### src/rtl/cfg_pkg.sv
// cfg_pkg: opcodes, command field positions and FSM states shared by config_reg_bank.
package cfg_pkg;
  localparam logic [7:0] OP_WRITE = 8'h01;
  localparam logic [7:0] OP_READ  = 8'h02;
  localparam logic [7:0] OP_CLEAR = 8'h03;
  localparam int OP_LSB   = 24;
  localparam int ADDR_LSB = 16;
  localparam int DATA_LSB = 0;
`ifdef CFG_READBACK_EN
  typedef enum logic [1:0] {IDLE = 2'd0, EXEC = 2'd1, RESP_HI = 2'd2, RESP_LO = 2'd3} state_t;
`else
  typedef enum logic [1:0] {IDLE = 2'd0, EXEC = 2'd1} state_t;
`endif
  function automatic logic [7:0] cmd_op(input logic [31:0] c);
    return c[OP_LSB +: 8];
  endfunction
  function automatic logic [7:0] cmd_addr(input logic [31:0] c);
    return c[ADDR_LSB +: 8];
  endfunction
  function automatic logic [15:0] cmd_data(input logic [31:0] c);
    return c[DATA_LSB +: 16];
  endfunction
endpackage

### src/rtl/cfg_fifo.sv
// cfg_fifo: synchronous command FIFO, head word visible on rd_data while not empty.
module cfg_fifo #(
  parameter int DEPTH = 4,
  parameter int WIDTH = 32
) (
  input  logic             clk,
  input  logic             rst,
  input  logic             push,
  input  logic             pop,
  input  logic [WIDTH-1:0] wr_data,
  output logic [WIDTH-1:0] rd_data,
  output logic             full,
  output logic             empty
);
  localparam int AW = $clog2(DEPTH);
  logic [WIDTH-1:0] mem [DEPTH];
  logic [AW:0] wr_ptr, rd_ptr;
  always_ff @(posedge clk or posedge rst)
    if (rst) begin
      wr_ptr <= '0;
      rd_ptr <= '0;
    end else begin
      if (push) wr_ptr <= wr_ptr + (AW+1)'(1);
      if (pop) rd_ptr <= rd_ptr + (AW+1)'(1);
    end
  always_ff @(posedge clk)
    if (push) mem[wr_ptr[AW-1:0]] <= wr_data;
  assign rd_data = mem[rd_ptr[AW-1:0]];
  assign empty = wr_ptr == rd_ptr;
  assign full = (wr_ptr[AW] != rd_ptr[AW]) && (wr_ptr[AW-1:0] == rd_ptr[AW-1:0]);
endmodule

### src/rtl/config_reg_bank.sv
// config_reg_bank: FIFO-fed command engine over a bank of 16-bit config registers.
// Readback (READ opcode, RESP states, resp_* handshake) exists only with CFG_READBACK_EN.
module config_reg_bank
  import cfg_pkg::*;
#(
  parameter int NUM_REGS   = 16,
  parameter int FIFO_DEPTH = 4
) (
  input  logic                   clk,
  input  logic                   rst,
  input  logic                   config_en,
  input  logic [31:0]            config_data,
  output logic [NUM_REGS*16-1:0] reg_out,
  output logic [NUM_REGS-1:0]    reg_wr_strobe,
  output logic                   busy,
  output logic                   err,
  output logic                   resp_valid,
  input  logic                   resp_ready,
  output logic [7:0]             resp_data
);
  state_t state, state_nxt;
  logic push, pop, full, empty, exec, ovf, bad;
  logic wr_ok, rd_ok, clr, addr_ok;
  logic [31:0] head, cmd;
  logic [7:0] op, addr;
  logic [15:0] data;
  logic [NUM_REGS-1:0] sel, hit;
  assign push = config_en && (!full || pop);
  assign ovf = config_en && full && !pop;
  cfg_fifo #(.DEPTH(FIFO_DEPTH), .WIDTH(32)) u_fifo (
    .clk(clk), .rst(rst), .push(push), .pop(pop),
    .wr_data(config_data), .rd_data(head), .full(full), .empty(empty)
  );
  always_ff @(posedge clk or posedge rst)
    if (rst) state <= IDLE;
    else state <= state_nxt;
  always_comb begin
    state_nxt = state;
    case (state)
      IDLE:    state_nxt = empty ? IDLE : EXEC;
`ifdef CFG_READBACK_EN
      EXEC:    state_nxt = rd_ok ? RESP_HI : IDLE;
      RESP_HI: state_nxt = resp_ready ? RESP_LO : RESP_HI;
      RESP_LO: state_nxt = resp_ready ? IDLE : RESP_LO;
`else
      EXEC:    state_nxt = IDLE;
`endif
      default: state_nxt = IDLE;
    endcase
  end
`ifdef CFG_READBACK_EN
  logic [15:0] rdata, rd_word;
  always_comb begin
    rd_word = '0;
    for (int k = 0; k < NUM_REGS; k++)
      if (sel[k]) rd_word = reg_out[16*k +: 16];
  end
  always_ff @(posedge clk or posedge rst)
    if (rst) rdata <= '0;
    else if (exec && rd_ok) rdata <= rd_word;
`else
  logic unused_resp_ready;
  assign unused_resp_ready = resp_ready;
`endif
  always_comb begin
    pop = (state == IDLE) && !empty;
    exec = state == EXEC;
    busy = !empty || (state != IDLE);
`ifdef CFG_READBACK_EN
    resp_valid = (state == RESP_HI) || (state == RESP_LO);
    resp_data = (state == RESP_HI) ? rdata[15:8] : (state == RESP_LO) ? rdata[7:0] : 8'h00;
`else
    resp_valid = 1'b0;
    resp_data = 8'h00;
`endif
  end
  always_ff @(posedge clk or posedge rst)
    if (rst) cmd <= '0;
    else if (pop) cmd <= head;
  always_comb begin
    op = cmd_op(cmd);
    addr = cmd_addr(cmd);
    data = cmd_data(cmd);
    addr_ok = 32'(addr) < NUM_REGS;
    wr_ok = (op == OP_WRITE) && addr_ok;
    clr = op == OP_CLEAR;
`ifdef CFG_READBACK_EN
    rd_ok = (op == OP_READ) && addr_ok;
`else
    rd_ok = 1'b0;
`endif
    bad = exec && !(wr_ok || clr || rd_ok);
    for (int k = 0; k < NUM_REGS; k++) begin
      sel[k] = 32'(addr) == k;
      hit[k] = exec && (clr || (wr_ok && sel[k]));
    end
  end
  // overflow and bad-command errors merge into one registered pulse
  always_ff @(posedge clk or posedge rst)
    if (rst) begin
      reg_out <= '0;
      reg_wr_strobe <= '0;
      err <= 1'b0;
    end else begin
      err <= ovf || bad;
      reg_wr_strobe <= hit;
      for (int k = 0; k < NUM_REGS; k++)
        if (hit[k]) reg_out[16*k +: 16] <= clr ? 16'h0000 : data;
    end
endmodule

### config.mk
export PLATFORM = sky130hd
export DESIGN_NAME = config_reg_bank
export DESIGN_NICKNAME = d
export VERILOG_FILES = /design/src/rtl/cfg_pkg.sv /design/src/rtl/cfg_fifo.sv /design/src/rtl/config_reg_bank.sv
export SDC_FILE = /design/constraint.sdc
export NUM_CORES = 1
export LEC_CHECK = 0
export CAP_MARGIN = 10
export CORE_ASPECT_RATIO = 0.8
export CORE_UTILIZATION = 30
export DETAILED_ROUTE_END_ITERATION = 10
export HOLD_SLACK_MARGIN = 0.12
export RECOVER_POWER = 50
export SYNTH_ARGS = -nofsm -noshare
export SYNTH_HDL_FRONTEND = slang
export SYNTH_SLANG_ARGS = --single-unit
### constraint.sdc
create_clock -name clk -period 18.5 [get_ports clk]
set_input_delay 5.55 -clock clk [delete_from_list [all_inputs] [get_ports clk]]
set_output_delay 5.55 -clock clk [all_outputs]
set_load 0.02 [all_outputs]
* Word-level counts from Yosys, hierarchy flattened
Memories as Yosys holds them, arrays and structs flattened. A register that Yosys moved wholly into a read port is not among the register bits.
Index checks and enable logic that the tools add are counted.
Widths: inputs -> output; s select.
** Word-level totals
- RAM bits :: 128
- Logic and storage cells :: 117
- ROM bits :: 0
- Input port bits :: 36
- Register bits :: 281
- Memories kept :: 1
- Latch bits :: 0
** Operators by class
- Reductions and logical operators :: 66
- Div/mod/pow operators :: 0
- Muxes and demuxes :: 5
- Add/sub/neg operators :: 2
- Equality and inequality tests :: 21
- Magnitude comparators :: 1
- Bitwise logic cells :: 0
- Shift operators :: 0
- Multiply operators :: 0
** Memory list
- u_fifo.mem :: words 4, width 32, rd ports 1, clocked after memory_dff 1, wr ports 1, RTL line cfg_fifo.sv:16 : logic [WIDTH-1:0] mem [DEPTH];
** Operators by type and width (number)
- $eq 8x4->1 const B :: 8
- $logic_and 1x1->1 :: 39
- $eq 8x3->1 const B :: 4
- $eq 8x2->1 const B :: 3
- $logic_or 1x1->1 :: 20
- $eq 8x1->1 const B :: 2
- $mux 16 :: 1
- $logic_not 8->1 :: 1
- $lt 8x5->1 const B :: 1
- $add 3x1->3 const B :: 2
- $logic_not 1->1 :: 4
- $mux 1 :: 4
- $eq 3x3->1 :: 1
- $eq 2x1->1 const B :: 1
- $eq 2x2->1 :: 1
- $logic_not 2->1 :: 1
- $reduce_bool 2->1 :: 1
- $ne 1x1->1 :: 1

* Logic depth before layout (Yosys ltp)
Gate-level depths: netlist of run 1.
- Depth in word-level cells :: 7
- Depth in mapped cells :: 6
- Gate-level depth less buffers :: 4

* By module
From an unflattened synthesis of run 1, not the netlist that was laid out.
** Unflattened totals
- Cells, all modules :: 996
- Area, all modules :: 16604.7 µm²
** By module, submodules not included
- config_reg_bank :: sequential area each 7657.3 µm², times used 1, area an instance 11587.4 µm², cells an instance 797
- cfg_fifo :: sequential area each 3993.8 µm², times used 1, area an instance 5017.3 µm², cells an instance 199

* Least setup slack after synthesis of run 1
OpenSTA, ideal clock, no wires.
- Kind :: input to register
- Start point :: input port config_en
- End point :: memory u_fifo.mem[3][0] (enable)
- Arrival time :: 6.813 ns
- Setup slack :: 11.294 ns
- Required time :: 18.106 ns
- Cell stages on the path :: 3
- Path buffers :: 0
- Setup time :: 0.394 ns
- Cell sequence :: inv_1 a41oi_1 and2_1
** Between the ends
- Word-level cells in the longest chain between the ends :: 3
** RTL lines
- start, declared :: RTL line config_reg_bank.sv:11 : input logic config_en,
- $logic_and 1x1->1 :: RTL line config_reg_bank.sv:28 : assign push = config_en && (!full || pop);
- $mux 1 :: RTL line cfg_fifo.sv:27 : if (push) mem[wr_ptr[AW-1:0]] <= wr_data;
- $mux 1 (not written as such) :: RTL line cfg_fifo.sv:27
- end, declared :: RTL line cfg_fifo.sv:16
No other way between the ends.

==> metrics.txt, run 1 <==
# TYPE chip_impl_metric gauge
chip_impl_info{name="run_status",value="complete, but fails checks"} 1
chip_impl_info{name="violations",value="max-capacitance violations, max-slew violations"} 1
chip_impl_metric{name="power.share.clock",unit="%"} 22.8
chip_impl_metric{name="fin_worst_skew",unit="ps"} 21.4
chip_impl_metric{name="cp.required",unit="ps"} 19010
chip_impl_metric{name="worst_hold_slack",unit="ps"} 482
chip_impl_metric{name="cell_internal_pwr",unit="mW"} 2.69
chip_impl_metric{name="hold_buffers",unit=""} 0
chip_impl_metric{name="clk_path_buf_depth",unit=""} 3
chip_impl_metric{name="dp_hpwl",unit="microns"} 28700
chip_impl_info{name="synth.top_cells.by_area",value="dfrtp_1 (46%), edfxtp_1 (22%), mux2_2 (13%)"} 1
chip_impl_metric{name="power_density",unit="nW/um^2"} 186
chip_impl_metric{name="buffer_ports.inserted",unit=""} 308
chip_impl_metric{name="hold_viol_final",unit=""} 0
chip_impl_metric{name="core.rowCount",unit=""} 77
chip_impl_info{name="crit_type",value="in -> async"} 1
chip_impl_metric{name="grt_antenna_before_repair",unit=""} 4
chip_impl_metric{name="final_antenna_net_count",unit=""} 0
chip_impl_info{name="crit_path_start_kind",value="input pin"} 1
chip_impl_metric{name="power.static_leakage",unit="nW"} 9.29
chip_impl_info{name="synth_largest_area_cell",value="dfrtp_1"} 1
chip_impl_metric{name="die-height",unit="microns"} 216
chip_impl_metric{name="synth_top_cell_area_share",unit="%"} 45.5
chip_impl_metric{name="netSwitchingFraction",unit="%"} 34.2
chip_impl_metric{name="synthDistinctLibCells",unit=""} 35
chip_impl_metric{name="vdd_ir_drop_max",unit="mV"} 0.0825
chip_impl_metric{name="timing_worst_slew_pin_value",unit="ps"} 5720
chip_impl_metric{name="power.switching",unit="mW"} 1.40
chip_impl_metric{name="fp.dieArea",unit="sq um"} 58100
chip_impl_metric{name="routed_via_count_divided_by_cell_count",unit=""} 4.49
chip_impl_metric{name="seq_area_frac_synth",unit="%"} 67.9
chip_impl_metric{name="place_congestion",unit=""} 0.745
chip_impl_metric{name="wl_per_cell",unit="microns"} 21.9
chip_impl_metric{name="clock_tree.htree_level_count",unit=""} 2
chip_impl_metric{name="grt.overflow.total",unit=""} 0
chip_impl_metric{name="path_clk_slew",unit="ps"} 60
chip_impl_metric{name="synth.avg_cell_area",unit="sq um"} 18.8
chip_impl_metric{name="synth.yosys.warnings",unit=""} 0
chip_impl_info{name="cts_tree",value="built"} 1
chip_impl_metric{name="global_route.usage.total",unit="%"} 15.3
chip_impl_metric{name="max_cap_violations",unit=""} 13
chip_impl_metric{name="finish.net_count",unit=""} 1279
chip_impl_metric{name="clk-insertion-delay-late",unit="ps"} 570
chip_impl_metric{name="reg2reg_setup_slack",unit="ps"} 12310
chip_impl_metric{name="detail_route.iter0.violations",unit=""} 465
chip_impl_metric{name="grt_first_pass_wirelength",unit="microns"} 66000
chip_impl_metric{name="slew_headroom",unit="%"} -281
chip_impl_metric{name="totalWireLength",unit="microns"} 44300
chip_impl_metric{name="cts_setup_buffers",unit=""} 0
chip_impl_metric{name="synth_cells",unit=""} 910
chip_impl_metric{name="grt_pass1_vias",unit=""} 9594
chip_impl_metric{name="grt_start_max_net_pins",unit=""} 130
chip_impl_metric{name="critical_path_arrival",unit="ps"} 11070
chip_impl_metric{name="finalSetupViolations",unit=""} 0
chip_impl_metric{name="syn-cell-area",unit="sq um"} 17200
chip_impl_metric{name="cts_inserted_buffers",unit=""} 46
chip_impl_metric{name="drive_gt1_share",unit="%"} 29.2
chip_impl_metric{name="design.portCount",unit=""} 319
chip_impl_metric{name="cts_repair_resize_count",unit=""} 0
chip_impl_metric{name="clock_sinks",unit=""} 440
chip_impl_metric{name="seqPwrFrac",unit="%"} 37.5
chip_impl_metric{name="floorplan.die.width",unit="microns"} 269
chip_impl_metric{name="synth_seq_cells",unit=""} 440
chip_impl_metric{name="timing.final.crit_period",unit="ps"} 10560
chip_impl_metric{name="core-area",unit="sq um"} 55900
chip_impl_info{name="end_kind",value="async pin"} 1
chip_impl_metric{name="post-route-drc-count",unit=""} 0
chip_impl_metric{name="finalCritPeriodShare",unit="%"} 57.1
chip_impl_info{name="grt_setup_unrepaired",value="false"} 1
chip_impl_metric{name="combPwrFrac",unit="%"} 39.7
chip_impl_metric{name="drt_first_pass_iters",unit=""} 4
chip_impl_metric{name="final-max-slew-violation-count",unit=""} 364
chip_impl_metric{name="setup_total_negative_slack",unit="ps"} 0
chip_impl_metric{name="finish.instance_area",unit="sq um"} 22000
chip_impl_info{name="hold_crit_class",value="reg -> reg"} 1
chip_impl_metric{name="syn2layout_area_growth",unit="%"} 28.2
chip_impl_metric{name="floorplan.initialDensity",unit="%"} 30.7
chip_impl_metric{name="route.vias.total",unit=""} 9088
chip_impl_metric{name="timing.critical_path.fanout_max",unit=""} 129
chip_impl_metric{name="placement.cell_area",unit="sq um"} 21000
chip_impl_info{name="clock-root-buffer",value="clkbuf_16"} 1
chip_impl_metric{name="max_freq",unit="MHz"} 94.7
## cells by family (layout without fill, tap and decap cells)
group | after synthesis | count (layout) | share of synthesized area [%]
and+or+nand+nor | 54 | 54 | 3.17
DFF | 440 | 440 | 67.9
other | 1 | 13 | 0.0219
buffers and inverters | 61 | 414 | 2.51
adders and majority gates | 5 | 5 | 0.365
muxes | 321 | 321 | 24.8
xor gates and xnor gates | 8 | 8 | 0.409
AOI/OAI and AO/OA | 20 | 20 | 0.788
## final timing paths
path                                   from          endpoint  depth (start not counted)
max                                     rst  u_fifo.rd_ptr[0]                          4
min                            reg_out[235]      reg_out[235]                          1
max reg2reg                u_fifo.rd_ptr[0]           cmd[15]                          5
min reg2reg                    reg_out[235]      reg_out[235]                          1
max in group clk           u_fifo.rd_ptr[0]              busy                          4
min in group asynchronous               rst      reg_out[243]                          2
## critical path, cell delays in order
cell	delay, ps
dlygate4sd3_1	550
clkinvlp_2	3130
buf_4	960
buf_4	790
## cells in the mapped netlist, drive strengths merged
cell	count
conb	1
and2	23
nor3b	1
nor4	2
inv	4
mux4	32
o2111ai	1
nor2b	4
nand4b	1
edfxtp	128
dfrtp	312
ha	5
a31oi	17
nand2	2
nor2	18
a41oi	1
xor2	3
xnor2	5
nand3	2
o21ai	1
clkbuf	23
buf	34
mux2	289
nand4	1
## cell usage in the layout (no fill, tap or decap), types with 2 or more instances in the layout
cell type	Yosys	layout
edfxtp_1	128	128
nor2_2	6	3
ha_1	5	5
xor2_1	3	3
nand2_1	2	2
clkinv_2	0	4
xnor2_1	5	5
buf_4	16	13
and2_1	7	6
mux4_2	32	32
conb_1	1	9
and2_0	6	7
dfrtp_1	312	311
nor2b_1	4	4
clkbuf_1	16	21
clkdlybuf4s50_1	0	274
clkbuf_8	0	9
and2_4	10	10
clkinv_8	0	2
dlygate4sd3_1	0	34
inv_1	4	3
a31oi_1	16	17
nor2_1	2	15
diode_2	0	4
clkbuf_16	0	51
mux2_1	16	49
mux2_2	199	240
## routing by layer
layer,vias up,wire length [microns],GRT usage (%)
li1,3995,-,-
met1,4789,20100,21.0
met2,245,20400,24.1
met3,59,3090,4.14
met4,0,767,3.81
met5,-,0,0
## cell type report
| type | count | area (sq um) |
|---|---|---|
| antenna | 4 | 10.0 |
| clock buffer | 73 | 1450 |
| clock inverter | 8 | 90.1 |
| fill | 5215 | 33900 |
| inverter | 4 | 16.3 |
| multi-input combinational | 417 | 4620 |
| sequential | 440 | 11700 |
| tap | 750 | 938 |
| timing repair buffer | 329 | 3210 |
## registers in the layout (all words and copies together) (netlist names)
signal and flops:
u_fifo.mem 128, state 1, u_fifo.wr_ptr 3, reg_wr_strobe 16, reg_out 256, u_fifo.rd_ptr 3
cmd 32, err 1
## power groups by stage
| stage | Combinational, mW | Sequential, mW | Clock, mW |
|---|---|---|---|
| 6_report | 1.62 | 1.53 | 0.931 |
| 5_1_grt | 1.72 | 1.58 | 1.00 |
| 4_1_cts | 1.73 | 1.54 | 0.960 |
| 3_5_place_dp | 1.72 | 1.56 | 0 |
| 3_3_place_gp | 1.71 | 1.54 | 0 |
| 2_1_floorplan | 0.659 | 1.82 | 0 |
## through the flow
step	power [mW]	setup WS (ps)	utilization (%)	std cells
final	4.09	7940	39.3	2025
after global routing	4.30	6780	39.3	2021
after CTS	4.23	10220	40.3	2021
after detailed placement	3.28	9950	37.5	1940
after global placement	3.25	9990	37.5	1940
after floorplan	2.48	4320	-	918
Note: power is estimated with default switching activity, not from simulation.
==> run 2: changes to the inputs <==
clock period = 11 ns   (was 18.5 ns; I/O delays follow)
==> run 2 against run 1 <==
The run still ends with max-capacitance violations, max-slew violations left. Die area unchanged. Utilization barely moved. Count of clock-buffer cells in the layout shrank 5. Critical path depth stayed put. First-iteration DRC count rose by 11%. Clock skew shrank 2.4 ps. Largest power group unchanged. Sequential share of layout area about the same. Via count fell by 0.25%. Worst setup slack got worse by 4000 ps. Clock power is 65% higher. Sequential power is 69% higher.
==> metrics.txt, run 2 (same netlist as run 1, synthesis figures left out) <==
# TYPE chip_impl_metric gauge
chip_impl_metric{name="detail_route.iter0.violations",unit=""} 515
chip_impl_metric{name="route.vias.total",unit=""} 9065
chip_impl_metric{name="drive_gt1_share",unit="%"} 30.3
chip_impl_metric{name="cts_inserted_buffers",unit=""} 46
chip_impl_metric{name="power.static_leakage",unit="nW"} 9.27
chip_impl_metric{name="timing.final.crit_period",unit="ps"} 7110
chip_impl_metric{name="placement.cell_area",unit="sq um"} 21000
chip_impl_info{name="worstPathCellList",value="clkbuf_1, xnor2_1, nand4b_1, clkdlybuf4s50_1"} 1
chip_impl_metric{name="hold_buffers",unit=""} 0
chip_impl_metric{name="finalSetupViolations",unit=""} 0
chip_impl_metric{name="cp_slowest_stage_delay",unit="ps"} 1670
chip_impl_metric{name="global_route.usage.total",unit="%"} 15.6
chip_impl_metric{name="clk_path_buf_depth",unit=""} 3
chip_impl_metric{name="grt.overflow.total",unit=""} 0
chip_impl_metric{name="power_density",unit="nW/um^2"} 313
chip_impl_info{name="grt_setup_unrepaired",value="false"} 1
chip_impl_metric{name="cp.required",unit="ps"} 7700
chip_impl_metric{name="design.portCount",unit=""} 319
chip_impl_metric{name="routed_via_count_divided_by_cell_count",unit=""} 4.48
chip_impl_metric{name="core.rowCount",unit=""} 77
chip_impl_metric{name="finalCritPeriodShare",unit="%"} 64.6
chip_impl_info{name="crit_path_start_kind",value="flop"} 1
chip_impl_info{name="hold_crit_class",value="reg -> reg"} 1
chip_impl_metric{name="final_antenna_net_count",unit=""} 0
chip_impl_metric{name="grt_antenna_before_repair",unit=""} 8
chip_impl_metric{name="clock_sinks",unit=""} 440
chip_impl_metric{name="vdd_ir_drop_max",unit="mV"} 0.165
chip_impl_metric{name="grt_first_pass_wirelength",unit="microns"} 67200
chip_impl_metric{name="worst-path-buf-inv",unit=""} 2
chip_impl_metric{name="fp.dieArea",unit="sq um"} 58100
chip_impl_info{name="worst_path_dominant_cell_family",value="buffers and inverters"} 1
chip_impl_metric{name="grt_start_max_net_pins",unit=""} 152
chip_impl_metric{name="layout.cells.non_filler",unit=""} 2025
chip_impl_metric{name="max_cap_violations",unit=""} 14
chip_impl_metric{name="finish.net_count",unit=""} 1277
chip_impl_metric{name="drt_first_pass_iters",unit=""} 4
chip_impl_metric{name="slew_headroom",unit="%"} -62.0
chip_impl_info{name="cp_slowest_cell",value="clkbuf_1"} 1
chip_impl_metric{name="post-route-drc-count",unit=""} 0
chip_impl_info{name="regMostFlops",value="reg_out"} 1
chip_impl_metric{name="clk-insertion-delay-late",unit="ps"} 570
chip_impl_metric{name="finish.instance_area",unit="sq um"} 22000
chip_impl_metric{name="setup_total_negative_slack",unit="ps"} 0
chip_impl_info{name="crit_type",value="reg -> out"} 1
chip_impl_metric{name="core-area",unit="sq um"} 55900
chip_impl_metric{name="largest_reg_flops",unit=""} 256
chip_impl_metric{name="totalPowerFinal",unit="mW"} 6.87
chip_impl_metric{name="buffer_ports.inserted",unit=""} 308
chip_impl_metric{name="final-max-slew-violation-count",unit=""} 304
chip_impl_info{name="run_status",value="complete, but fails checks"} 1
chip_impl_metric{name="path_clk_slew",unit="ps"} 60
chip_impl_metric{name="die-height",unit="microns"} 216
chip_impl_metric{name="max_freq",unit="MHz"} 141
chip_impl_metric{name="timing.critical_path.fanout_max",unit=""} 35
chip_impl_metric{name="hold_viol_final",unit=""} 0
chip_impl_metric{name="totalWireLength",unit="microns"} 45000
chip_impl_info{name="final_common_cell",value="dfrtp_1"} 1
chip_impl_metric{name="floorplan.die.width",unit="microns"} 269
chip_impl_metric{name="worst_hold_slack",unit="ps"} 482
chip_impl_metric{name="floorplan.initialDensity",unit="%"} 30.7
chip_impl_info{name="end_kind",value="output pin"} 1
chip_impl_metric{name="cts_repair_resize_count",unit=""} 0
chip_impl_metric{name="dp_hpwl",unit="microns"} 28900
chip_impl_metric{name="wl_per_cell",unit="microns"} 22.2
chip_impl_info{name="most-common-layout-cells",value="dfrtp_1 (311), clkdlybuf4s50_1 (274), mux2_2 (251)"} 1
chip_impl_metric{name="grt_pass1_vias",unit=""} 9582
chip_impl_info{name="cts_tree",value="built"} 1
chip_impl_metric{name="fin_worst_skew",unit="ps"} 19.0
chip_impl_metric{name="dp.cells",unit=""} 1938
chip_impl_metric{name="cts_setup_buffers",unit=""} 0
chip_impl_metric{name="critical_path_arrival",unit="ps"} 3810
chip_impl_metric{name="timing_worst_slew_pin_value",unit="ps"} 2420
chip_impl_metric{name="place_congestion",unit=""} 0.747
chip_impl_metric{name="clock_tree.htree_level_count",unit=""} 2
chip_impl_info{name="clock-root-buffer",value="clkbuf_16"} 1
chip_impl_info{name="violations",value="max-capacitance violations, max-slew violations"} 1
chip_impl_metric{name="syn2layout_area_growth",unit="%"} 28.1
-- run 2: worst reg2reg max path: stages, from the launching register on --
cell and delay, ps:
dfrtp_1 320, clkbuf_1 1670, xnor2_1 390, a31oi_1 430, clkbuf_1 1600, mux2_2 510
-- run 2: final cells by class --
| type | instances | area [sq um] |
|---|---|---|
| Clock inverter | 14 | 126 |
| Timing Repair Buffer | 327 | 3220 |
| Sequential cell | 440 | 11700 |
| Fill cell | 5160 | 33900 |
| Inverter | 4 | 16.3 |
| Multi-Input combinational cell | 417 | 4620 |
| Tap cell | 750 | 938 |
| Antenna cell | 5 | 12.5 |
| Clock buffer | 68 | 1380 |
-- run 2: per-layer routing --
| metal | track usage, % | wire length [microns] | vias up | part of all wire [%] |
|---|---|---|---|---|
| li1 | - | - | 3993 | - |
| met1 | 21.7 | 20900 | 4763 | 46 |
| met2 | 24.3 | 20500 | 253 | 46 |
| met3 | 4.16 | 2860 | 56 | 6.3 |
| met4 | 3.58 | 762 | 0 | 1.7 |
| met5 | 0 | 0 | - | 0 |
-- run 2: through the flow --
stage	util, %	setup WS, ps
final	39.3	3890
after global routing	39.3	3680
after CTS	40.2	5200
after detailed placement	37.5	5180
after global placement	37.5	5190
after floorplan	-	3550
-- run 2: worst paths after layout --
check                            startpoint  slack (ps)      endpoint  depth (start not counted)
hold / removal                  reg_out[96]         480   reg_out[96]                          1
min in group asynchronous               rst        3610   reg_out[80]                          2
max in group asynchronous               rst        5890  reg_out[175]                          3
setup reg to reg           u_fifo.rd_ptr[1]        5950        cmd[9]                          5
hold reg to reg                 reg_out[96]         480   reg_out[96]                          1
setup / recovery           u_fifo.rd_ptr[1]        3890          busy                          4
-- run 2: power by group --
part	leakage (nW)	internal [mW]	switching, mW
logic	3.14	1.32	1.43
registers	5.40	2.28	0.296
clock network	0.735	0.895	0.650
